<file path="src/rtl/blowfish128_ffunc_arb.sv">
// Round-robin arbiter sharing one Blowfish F-function unit between the key-schedule
// generator (requester 0) and the encrypt core (requester 1), with a WAIT timeout.
module blowfish128_ffunc_arb #(
  parameter int unsigned TIMEOUT_CYC = 255
) (
  input  logic        Clk,
  input  logic        RstN,
  input  logic        req0_enable,
  input  logic [63:0] req0_X,
  output logic [63:0] req0_Y,
  output logic        req0_ready,
  input  logic        req1_enable,
  input  logic [63:0] req1_X,
  output logic [63:0] req1_Y,
  output logic        req1_ready,
  output logic        f_enable,
  output logic [63:0] f_X,
  input  logic [63:0] f_Y,
  input  logic        f_ready,
  output logic        grant,
  output logic        busy,
  output logic        timeout_err
);

  typedef enum logic [1:0] {
    IDLE    = 2'd0,
    ISSUE   = 2'd1,
    WAIT    = 2'd2,
    RELEASE = 2'd3
  } state_t;

  localparam logic [7:0] TIMEOUT_LIM = 8'(TIMEOUT_CYC);

  state_t      state_r, state_s;
  logic        f_enable_r, f_enable_s;
  logic [63:0] f_x_r, f_x_s;
  logic        grant_r, grant_s;
  logic        last_r, last_s;
  logic [7:0]  cnt_r, cnt_s;
  logic [63:0] y0_r, y0_s;
  logic [63:0] y1_r, y1_s;
  logic        rdy0_r, rdy0_s;
  logic        rdy1_r, rdy1_s;
  logic        busy_r, busy_s;
  logic        err_r, err_s;
  logic        pick_s;

  // State and output registers; last-served resets to 1 so requester 0 wins first.
  always_ff @(posedge Clk or negedge RstN) begin
    if (!RstN) begin
      state_r    <= IDLE;
      f_enable_r <= 1'b0;
      f_x_r      <= 64'd0;
      grant_r    <= 1'b0;
      last_r     <= 1'b1;
      cnt_r      <= 8'd0;
      y0_r       <= 64'd0;
      y1_r       <= 64'd0;
      rdy0_r     <= 1'b0;
      rdy1_r     <= 1'b0;
      busy_r     <= 1'b0;
      err_r      <= 1'b0;
    end else begin
      state_r    <= state_s;
      f_enable_r <= f_enable_s;
      f_x_r      <= f_x_s;
      grant_r    <= grant_s;
      last_r     <= last_s;
      cnt_r      <= cnt_s;
      y0_r       <= y0_s;
      y1_r       <= y1_s;
      rdy0_r     <= rdy0_s;
      rdy1_r     <= rdy1_s;
      busy_r     <= busy_s;
      err_r      <= err_s;
    end
  end

  // Next-state and next-output logic; ready pulses default low every cycle.
  always_comb begin
    state_s    = state_r;
    f_enable_s = f_enable_r;
    f_x_s      = f_x_r;
    grant_s    = grant_r;
    last_s     = last_r;
    cnt_s      = cnt_r;
    y0_s       = y0_r;
    y1_s       = y1_r;
    rdy0_s     = 1'b0;
    rdy1_s     = 1'b0;
    err_s      = err_r;
    pick_s     = 1'b0;
    busy_s     = 1'b0;

    case (state_r)
      IDLE: begin
        if (req0_enable && req1_enable) begin
          pick_s = ~last_r;
        end else begin
          pick_s = req1_enable;
        end
        if (req0_enable || req1_enable) begin
          f_x_s   = pick_s ? req1_X : req0_X;
          grant_s = pick_s;
          state_s = ISSUE;
        end else begin
          state_s = IDLE;
        end
      end
      ISSUE: begin
        f_enable_s = 1'b1;
        cnt_s      = 8'd0;
        state_s    = WAIT;
      end
      WAIT: begin
        // A result arriving on the last allowed cycle beats the timeout.
        if (f_ready) begin
          if (grant_r) begin
            y1_s   = f_Y;
            rdy1_s = 1'b1;
          end else begin
            y0_s   = f_Y;
            rdy0_s = 1'b1;
          end
          f_enable_s = 1'b0;
          last_s     = grant_r;
          state_s    = RELEASE;
        end else if (cnt_r + 8'd1 == TIMEOUT_LIM) begin
          err_s      = 1'b1;
          f_enable_s = 1'b0;
          last_s     = grant_r;
          state_s    = IDLE;
        end else begin
          cnt_s = cnt_r + 8'd1;
        end
      end
      RELEASE: begin
        state_s = IDLE;
      end
      default: begin
        state_s = IDLE;
      end
    endcase

    busy_s = (state_s != IDLE);
  end

  assign f_enable    = f_enable_r;
  assign f_X         = f_x_r;
  assign grant       = grant_r;
  assign req0_Y      = y0_r;
  assign req1_Y      = y1_r;
  assign req0_ready  = rdy0_r;
  assign req1_ready  = rdy1_r;
  assign busy        = busy_r;
  assign timeout_err = err_r;

endmodule

</file>
<file path="config.mk">
export PLATFORM = sky130hd
export DESIGN_NAME = blowfish128_ffunc_arb
export DESIGN_NICKNAME = d
export VERILOG_FILES = /design/src/rtl/blowfish128_ffunc_arb.sv
export SDC_FILE = /design/constraint.sdc
export NUM_CORES = 1
export LEC_CHECK = 0
export CAP_MARGIN = 20
export CORE_MARGIN = 10
export CORE_UTILIZATION = 45
export CTS_CLUSTER_DIAMETER = 150
export DETAILED_ROUTE_END_ITERATION = 12
export PLACE_DENSITY = 0.86
export SYNTH_ARGS = -nofsm -noshare
export SYNTH_HDL_FRONTEND = slang
export SYNTH_SLANG_ARGS = --single-unit
export TNS_END_PERCENT = 5
</file>
<file path="constraint.sdc">
create_clock -name Clk -period 5.7 [get_ports Clk]
set_input_delay 0.57 -clock Clk [delete_from_list [all_inputs] [get_ports Clk]]
set_output_delay 0.57 -clock Clk [all_outputs]
set_load 0.05 [all_outputs]
</file>
==> results of run 1 <==
[sequential cells by signal, summed over array words and instances, names as in the netlist]
register     count
req0_Y          64
last_r           1
grant            1
f_enable         1
f_X             64
req1_ready       1
cnt_r            8
busy             1
req1_Y          64
state_r          2
req0_ready       1
timeout_err      1
[report_power, final]
part | leakage, nW | switching [mW] | internal (mW)
sequential | 2.59 | 0.391 | 2.17
clock | 0.405 | 0.595 | 1.03
combinational | 3.20 | 3.49 | 1.69
total | 6.20 | 4.48 | 4.89
[cells in the final DEF (no fill, tap or decap), types with 2 or more instances in the layout]
master,count
sky130_fd_sc_hd__nand3_1,4
sky130_fd_sc_hd__clkinv_2,3
sky130_fd_sc_hd__mux2i_1,65
sky130_fd_sc_hd__ha_1,6
sky130_fd_sc_hd__clkbuf_16,23
sky130_fd_sc_hd__bufinv_16,5
sky130_fd_sc_hd__buf_12,2
sky130_fd_sc_hd__clkbuf_8,6
sky130_fd_sc_hd__nor3b_1,2
sky130_fd_sc_hd__o211ai_1,2
sky130_fd_sc_hd__buf_4,3
sky130_fd_sc_hd__diode_2,3
sky130_fd_sc_hd__a211o_1,2
sky130_fd_sc_hd__a22o_1,3
sky130_fd_sc_hd__nand4_1,2
sky130_fd_sc_hd__mux2_2,64
sky130_fd_sc_hd__a21o_1,2
sky130_fd_sc_hd__o21ai_0,67
sky130_fd_sc_hd__o41ai_1,2
sky130_fd_sc_hd__clkdlybuf4s50_1,393
sky130_fd_sc_hd__o31ai_1,3
sky130_fd_sc_hd__nor2_1,5
sky130_fd_sc_hd__inv_1,10
sky130_fd_sc_hd__dfrtp_1,208
sky130_fd_sc_hd__clkbuf_1,3
sky130_fd_sc_hd__nand2_1,265
[layer usage]
metal	track usage (%)	routed length [um]	vias up
met2	40.6	15400	307
met1	24.6	10500	3539
met3	11.0	4020	36
li1	-	-	3372
met5	0	0	-
met4	5.87	520	0
[through the flow]
step / power, mW / setup WS [ps] / hold slack [ps] / utilization [%] / std cells
finish: 9.37 / 2560 / 64.2 / 72.5 / 1413
global route: 9.80 / 2350 / 93.7 / 72.5 / 1411
CTS: 9.45 / 2580 / 86.8 / 72.5 / 1410
detailed placement: 7.78 / 2490 / 457 / 68.0 / 1370
global placement: 7.67 / 2200 / 453 / 67.9 / 1369
floorplan: 5.80 / 3780 / 274 / - / 782
[cells by family (layout without fill, tap and decap cells)]
kind of cell	after synthesis	after routing
buf+inv	56	450
fa+ha+maj	6	6
other cells	0	3
compound gates	92	92
xor+xnor	1	1
flops	209	209
mux	130	130
simple gates	288	288
[critical path: cells and delay by family, from the launching register on]
family | cells | cell delay (ps)
flops | 1 | 430
buf+inv | 5 | 1350
fa+ha+maj | 1 | 490
simple gates | 3 | 690
[cell type report]
type / count / area share, %
sequential: 209 / 38.4
timing repair buffer: 399 / 29.5
multi-input combinational: 517 / 23.5
clock buffer: 31 / 4.82
tap: 234 / 2.15
clock inverter: 9 / 1.27
inverter: 11 / 0.303
antenna: 3 / 0.0552
[path summary, 6_finish.rpt]
path                            startpoint         end  slack, ps  cells after the start
worst min-delay path                  RstN  req1_Y[10]         60                      1
worst max register to register  state_r[0]  req0_Y[46]       2560                      9
worst max-delay path            state_r[0]  req0_Y[46]       2560                      9
min in group Clk                 req0_Y[4]   req0_Y[4]        470                      2
worst min register to register   req0_Y[4]   req0_Y[4]        470                      2
max in group asynchronous             RstN  req0_Y[20]       4450                      2
==> results.md, run 1 <==
* CTS HTree Levels at 1
* Post-synth top area cell: sky130_fd_sc_hd__dfrtp_1
* Worst slew pin tran at 1100 ps
* Max-slew violation total from the final report at 0
* Worst min-delay path class: input pin to async pin
* Crit. End Element: flip-flop
* Maximum clock frequency at 318 MHz
* Kind of critical path: flip-flop to flip-flop
* Post-synthesis share of cell area spent on and, or, nand and nor gates at 13.2%
* Setup total negative slack at 0 ps
* Maximum VDD drop at 0.406 mV
* Count of final setup violators at 0
* Endpoints failing hold at 0
* Mean routed wirelength per cell at 21.6 um
* Synth Area in Adders at 0.870%
* Most frequent cell after synthesis: sky130_fd_sc_hd__nand2_1
* CTS tree: done
* Largest fanout of any net on the critical path at 65
* Number of instances in the synthesized netlist at 782
* Cts-stage hold buffer count at 0
* Average instance area after synthesis at 11.0 sq um
* Via count of the first global-routing pass at 7656
* DRC violation count after routing at 0
* Unrepaired setup endpoints after global routing: false
* Sink Count at 209
* Proportion of synthesized chip area in sequential cells at 60.7%
* Reported max-cap violation count at 0
* Number of flip-flops and latches in the synthesized netlist at 209
* Cell type of the slowest stage on the worst timing path: sky130_fd_sc_hd__or3_2
* Initial Utilization at 46.0%
* Largest family of logic cells by synthesized area: multiplexers
* Skew-Pair Late Insertion Delay at 500 ps
* Outcome: finished, final reports clean
* Post-CTS Resized at 0
* Overflow after GRT at 0
* Post-CTS Setup Inserts at 0
* Root buf cell: sky130_fd_sc_hd__clkbuf_16
* Nets at 1363
* DP HPWL at 22800 um
* Initial antenna violation count at 3
* Post-Syn Nets at 985
* Count of yosys warnings during synthesis at 0
* Die area at 25100 sq um
* Vias per std cell at 5.13
* Final Cycle Share at 55.1%
* Filler cell count at 1258
* Clock-pin slew reported for the worst setup and hold paths after clock tree synthesis at 60 ps
* Vertical die dimension at 158 um
* Area of combinational cells with multiple inputs at 3190 sq um
* Antenna viol nets, final at 0
* Largest clock skew in the final design at 12.5 ps
* Proportion of netlist area held by the largest area contributor at 60.4%
* Wire length of the first global-routing pass at 44800 um
* Aggregate routed wire length at 30500 um
* Number of input and output port buffers inserted at 394
* Synth area leaders: sky130_fd_sc_hd__dfrtp_1 (60%), sky130_fd_sc_hd__nand2_1 (12%), sky130_fd_sc_hd__mux2_2 (8.4%)
* Ranking of synthesized cells by instance count: sky130_fd_sc_hd__nand2_1 (265), sky130_fd_sc_hd__dfrtp_1 (208), sky130_fd_sc_hd__o21ai_0 (68)
* Leakage at 6.20 nW
* Maximum number of pins on one net before global-route repair at 140
* Critical Path Source Type: flip-flop
* Tmin final at 3140 ps
* First DRT Iteration DRCs at 282
* Compound-gate portion of the synthesized area at 6.38%
* Row Count at 50
* Critical-path cell list: inv_1 -> ha_1 -> inv_1 -> or3_2 -> buf_4 -> inv_2 -> buf_12 -> nand2_1 -> nand2_1
* Area of the mapped netlist at 8620 sq um
* DR vias at 7254
* Die span in x at 158 um
* Count of pins on the block boundary at 395
* Asr flop ratio synth at 100%
* Data required time at the worst endpoint at 6130 ps
* Post-Place Cell Area at 12800 sq um
* Area of the core region at 18800 sq um
* Sequential cell area in the final layout at 5230 sq um
* Area grow syn2layout at 57.8%
* Distinct cells, synth at 40
* First-pass detailed-route iteration total at 4
* Main flop type after synthesis: sky130_fd_sc_hd__dfrtp_1
* GRT Overall Usage at 23.2%
* CTS max path bufs at 3
* Fraction of layout cells with a size suffix above 1 at 10.1%
* Num CTS Buffers at 22
* Final instance area at 13600 sq um
* XOR/XNOR Fraction of Synth Area at 0.102%
* Worst path max stage delay at 510 ps
* Post-synth EDFFs at 0
* Relative slew slack at 26.9%
* Placer congestion estimate at 0.860
* Post-synthesis mux area share at 16.1%
* CP arrival at 3570 ps
* Power density over the cells at 689 nW/um^2
No activity file was read; power rests on OpenSTA's default activity.
==> run 2, diff against run 1 <==
--- a/config.mk
+++ b/config.mk
@@ -7,10 +7,10 @@
 export LEC_CHECK = 0
 export CAP_MARGIN = 20
 export CORE_MARGIN = 10
-export CORE_UTILIZATION = 45
+export CORE_UTILIZATION = 38
 export CTS_CLUSTER_DIAMETER = 150
 export DETAILED_ROUTE_END_ITERATION = 12
-export PLACE_DENSITY = 0.86
+export PLACE_DENSITY = 0.77
 export SYNTH_ARGS = -nofsm -noshare
 export SYNTH_HDL_FRONTEND = slang
 export SYNTH_SLANG_ARGS = --single-unit
==> constraint.sdc (replaced) <==
create_clock -name Clk -period 2.61 [get_ports Clk]
set_input_delay 0.261 -clock Clk [delete_from_list [all_inputs] [get_ports Clk]]
set_output_delay 0.261 -clock Clk [all_outputs]
set_load 0.05 [all_outputs]
==> run 2 against run 1 <==
Effect of this change:
- flip-flop and latch count stayed put
- critical path depth fell by 2
- final area rose by 1.4%
- highest routed layer is now met5
- worst setup slack worse by 2100 ps
- clock power rose by 98%
- via count rose by 0.61%
- clock skew grew 2.9 ps
- clock-buffer cell count increased by 3
- critical endpoint is now last_r
- worst hold slack improved by 250 ps
- combinational power grew 120%
==> results.md, run 2 (synthesis gave the netlist of run 1 again) <==
* Mean routed wirelength per cell at 20.6 um
* Sink Count at 209
* Worst slew pin tran at 720 ps
* Area grow syn2layout at 59.9%
* Die span in x at 171 um
* Antenna viol nets, final at 0
* Kind of critical path: flip-flop to flip-flop
* Max-slew violation total from the final report at 0
* Die area at 29100 sq um
* Vertical die dimension at 171 um
* Data required time at the worst endpoint at 3030 ps
* Via count of the first global-routing pass at 7784
* Crit path buffers/inverters at 1
* Setup total negative slack at 0 ps
* First-pass detailed-route iteration total at 5
* Maximum clock frequency at 471 MHz
* DR vias at 7298
* Count of pins on the block boundary at 395
* Comb pwr share at 56.4%
* Kind of cell adding the most delay to the critical path: compound AO/OA/AOI/OAI gates
* Number of input and output port buffers inserted at 394
* Reported max-cap violation count at 0
* Vias per std cell at 4.93
* Endpoints failing hold at 0
* Fraction of layout cells with a size suffix above 1 at 10.8%
* Post-CTS Resized at 0
* Nets at 1380
* Switching share of power at 48.2%
* Critical Path Source Type: flip-flop
* Row Count at 55
* Most common cell after layout, fill and taps aside: sky130_fd_sc_hd__clkdlybuf4s50_1
* Largest clock skew in the final design at 15.4 ps
* Placer congestion estimate at 0.844
* Relative slew slack at 52.0%
* CTS max path bufs at 3
* Leakage at 6.26 nW
* Clk network pwr share at 15.9%
* Number of placed instances with taps included at 1436
* Layout Cells excl Fill at 1479
* Post-CTS Setup Inserts at 0
* Skew-Pair Late Insertion Delay at 510 ps
* Power density over the cells at 1470 nW/um^2
* DRC violation count after routing at 0
* Unrepaired setup endpoints after global routing: false
* CTS tree: done
* Initial antenna violation count at 5
* Maximum VDD drop at 0.753 mV
* Cell type of the slowest stage on the worst timing path: sky130_fd_sc_hd__a311oi_4
* Initial Utilization at 38.3%
* Root buf cell: sky130_fd_sc_hd__clkbuf_16
* First DRT Iteration DRCs at 450
* Wire length of the first global-routing pass at 45800 um
* Most used cells in the layout excluding fill and tap cells: sky130_fd_sc_hd__clkdlybuf4s50_1 (393), sky130_fd_sc_hd__nand2_1 (265), sky130_fd_sc_hd__dfrtp_1 (208)
* Worst path max stage delay at 480 ps
* Net load switching power at 9.75 mW
* Final Cycle Share at 81.4%
* Internal portion of total power at 10.5 mW
* Critical-path cell list: inv_1 -> ha_1 -> nand4_1 -> a22o_1 -> a311oi_4 -> nand2_2 -> mux2_4
* Maximum number of pins on one net before global-route repair at 67
* Dpl ws at 432 ps
* Tmin final at 2120 ps
* Overflow after GRT at 0
* Largest fanout of any net on the critical path at 8
* Area of the core region at 22500 sq um
* Clock-pin slew reported for the worst setup and hold paths after clock tree synthesis at 60 ps
* GRT Overall Usage at 20.0%
* Worst min-delay path class: input pin to async pin
* Count of final setup violators at 0
* Final worst setup slack at 486 ps
* Part of the power in registers at 27.7%
* Crit. End Element: flip-flop
* CP arrival at 2550 ps
* Aggregate routed wire length at 30500 um
* Num CTS Buffers at 23
* DP HPWL at 23400 um
* CTS HTree Levels at 1
* Outcome: finished, final reports clean
-- run 2: changes by cell type in the layout (fill, tap and decap cells not counted) --
cell / change
sky130_fd_sc_hd__bufinv_16: -3
sky130_fd_sc_hd__buf_12: +7
sky130_fd_sc_hd__clkbuf_1: +4
sky130_fd_sc_hd__clkinv_2: -2
sky130_fd_sc_hd__clkbuf_8: -1
sky130_fd_sc_hd__dlygate4sd3_1: +1
sky130_fd_sc_hd__inv_6: +1
sky130_fd_sc_hd__buf_4: +8
-- run 2: layout make-up --
class,count,area [sq um]
antenna,3,7.51
timing repair buffer,415,4220
clock inverter,5,81.3
sequential,209,5230
fill,1829,8710
tap,285,357
clock buffer,34,657
multi-input combinational,517,3190
inverter,11,41.3
-- run 2: final timing paths --
path | start | endpoint | slack (ps) | depth (start not counted)
hold reg to reg | timeout_err | timeout_err | 460 | 1
setup reg to reg | cnt_r[0] | last_r | 490 | 7
min in group Clk | f_Y[24] | req0_Y[24] | 310 | 3
hold / removal | RstN | req0_Y[8] | 310 | 2
max in group asynchronous | RstN | last_r | 1590 | 3
setup / recovery | cnt_r[0] | last_r | 490 | 7
-- run 2: power groups by stage --
stage               sequential (mW)  combinational, mW  clock [mW]
floorplan                      10.6               2.07           0
global placement               5.56               11.3           0
detailed placement             5.64               11.5           0
CTS                            5.61               11.5        3.29
global route                   5.79               12.0        3.42
finish                         5.61               11.4        3.21
-- run 2: repair_timing --
item,CTS,global route
hold buffers,1,0
endpoints found under the hold margin,61,0
endpoints found under the setup margin,0,0
-- run 2: per-layer routing --
layer / GRT usage [%] / wire length (um)
met4: 5.15 / 478
met5: 0 / 38
met2: 34.5 / 15000
met1: 21.3 / 11000
met3: 10.1 / 3900
-- run 2: through the flow --
stage | area (sq um) | utilization [%] | hold WS (ps) | power [mW]
finish | 13800 | 61.3 | 309 | 20.2
global placement | 13000 | 57.9 | 298 | 16.9
floorplan | 8620 | - | -34.6 | 12.7
detailed placement | 13000 | 57.9 | 294 | 17.1
CTS | 13800 | 61.2 | 289 | 20.4
global route | 13800 | 61.3 | 315 | 21.2
-- run 2: worst register-to-register path, stage by stage (launching register included) --
cell and delay (ps):
sky130_fd_sc_hd__dfrtp_1 450, sky130_fd_sc_hd__inv_1 120, sky130_fd_sc_hd__ha_1 150, sky130_fd_sc_hd__nand4_1 120
sky130_fd_sc_hd__a22o_1 280, sky130_fd_sc_hd__a311oi_4 480, sky130_fd_sc_hd__nand2_2 130, sky130_fd_sc_hd__mux2_4 310
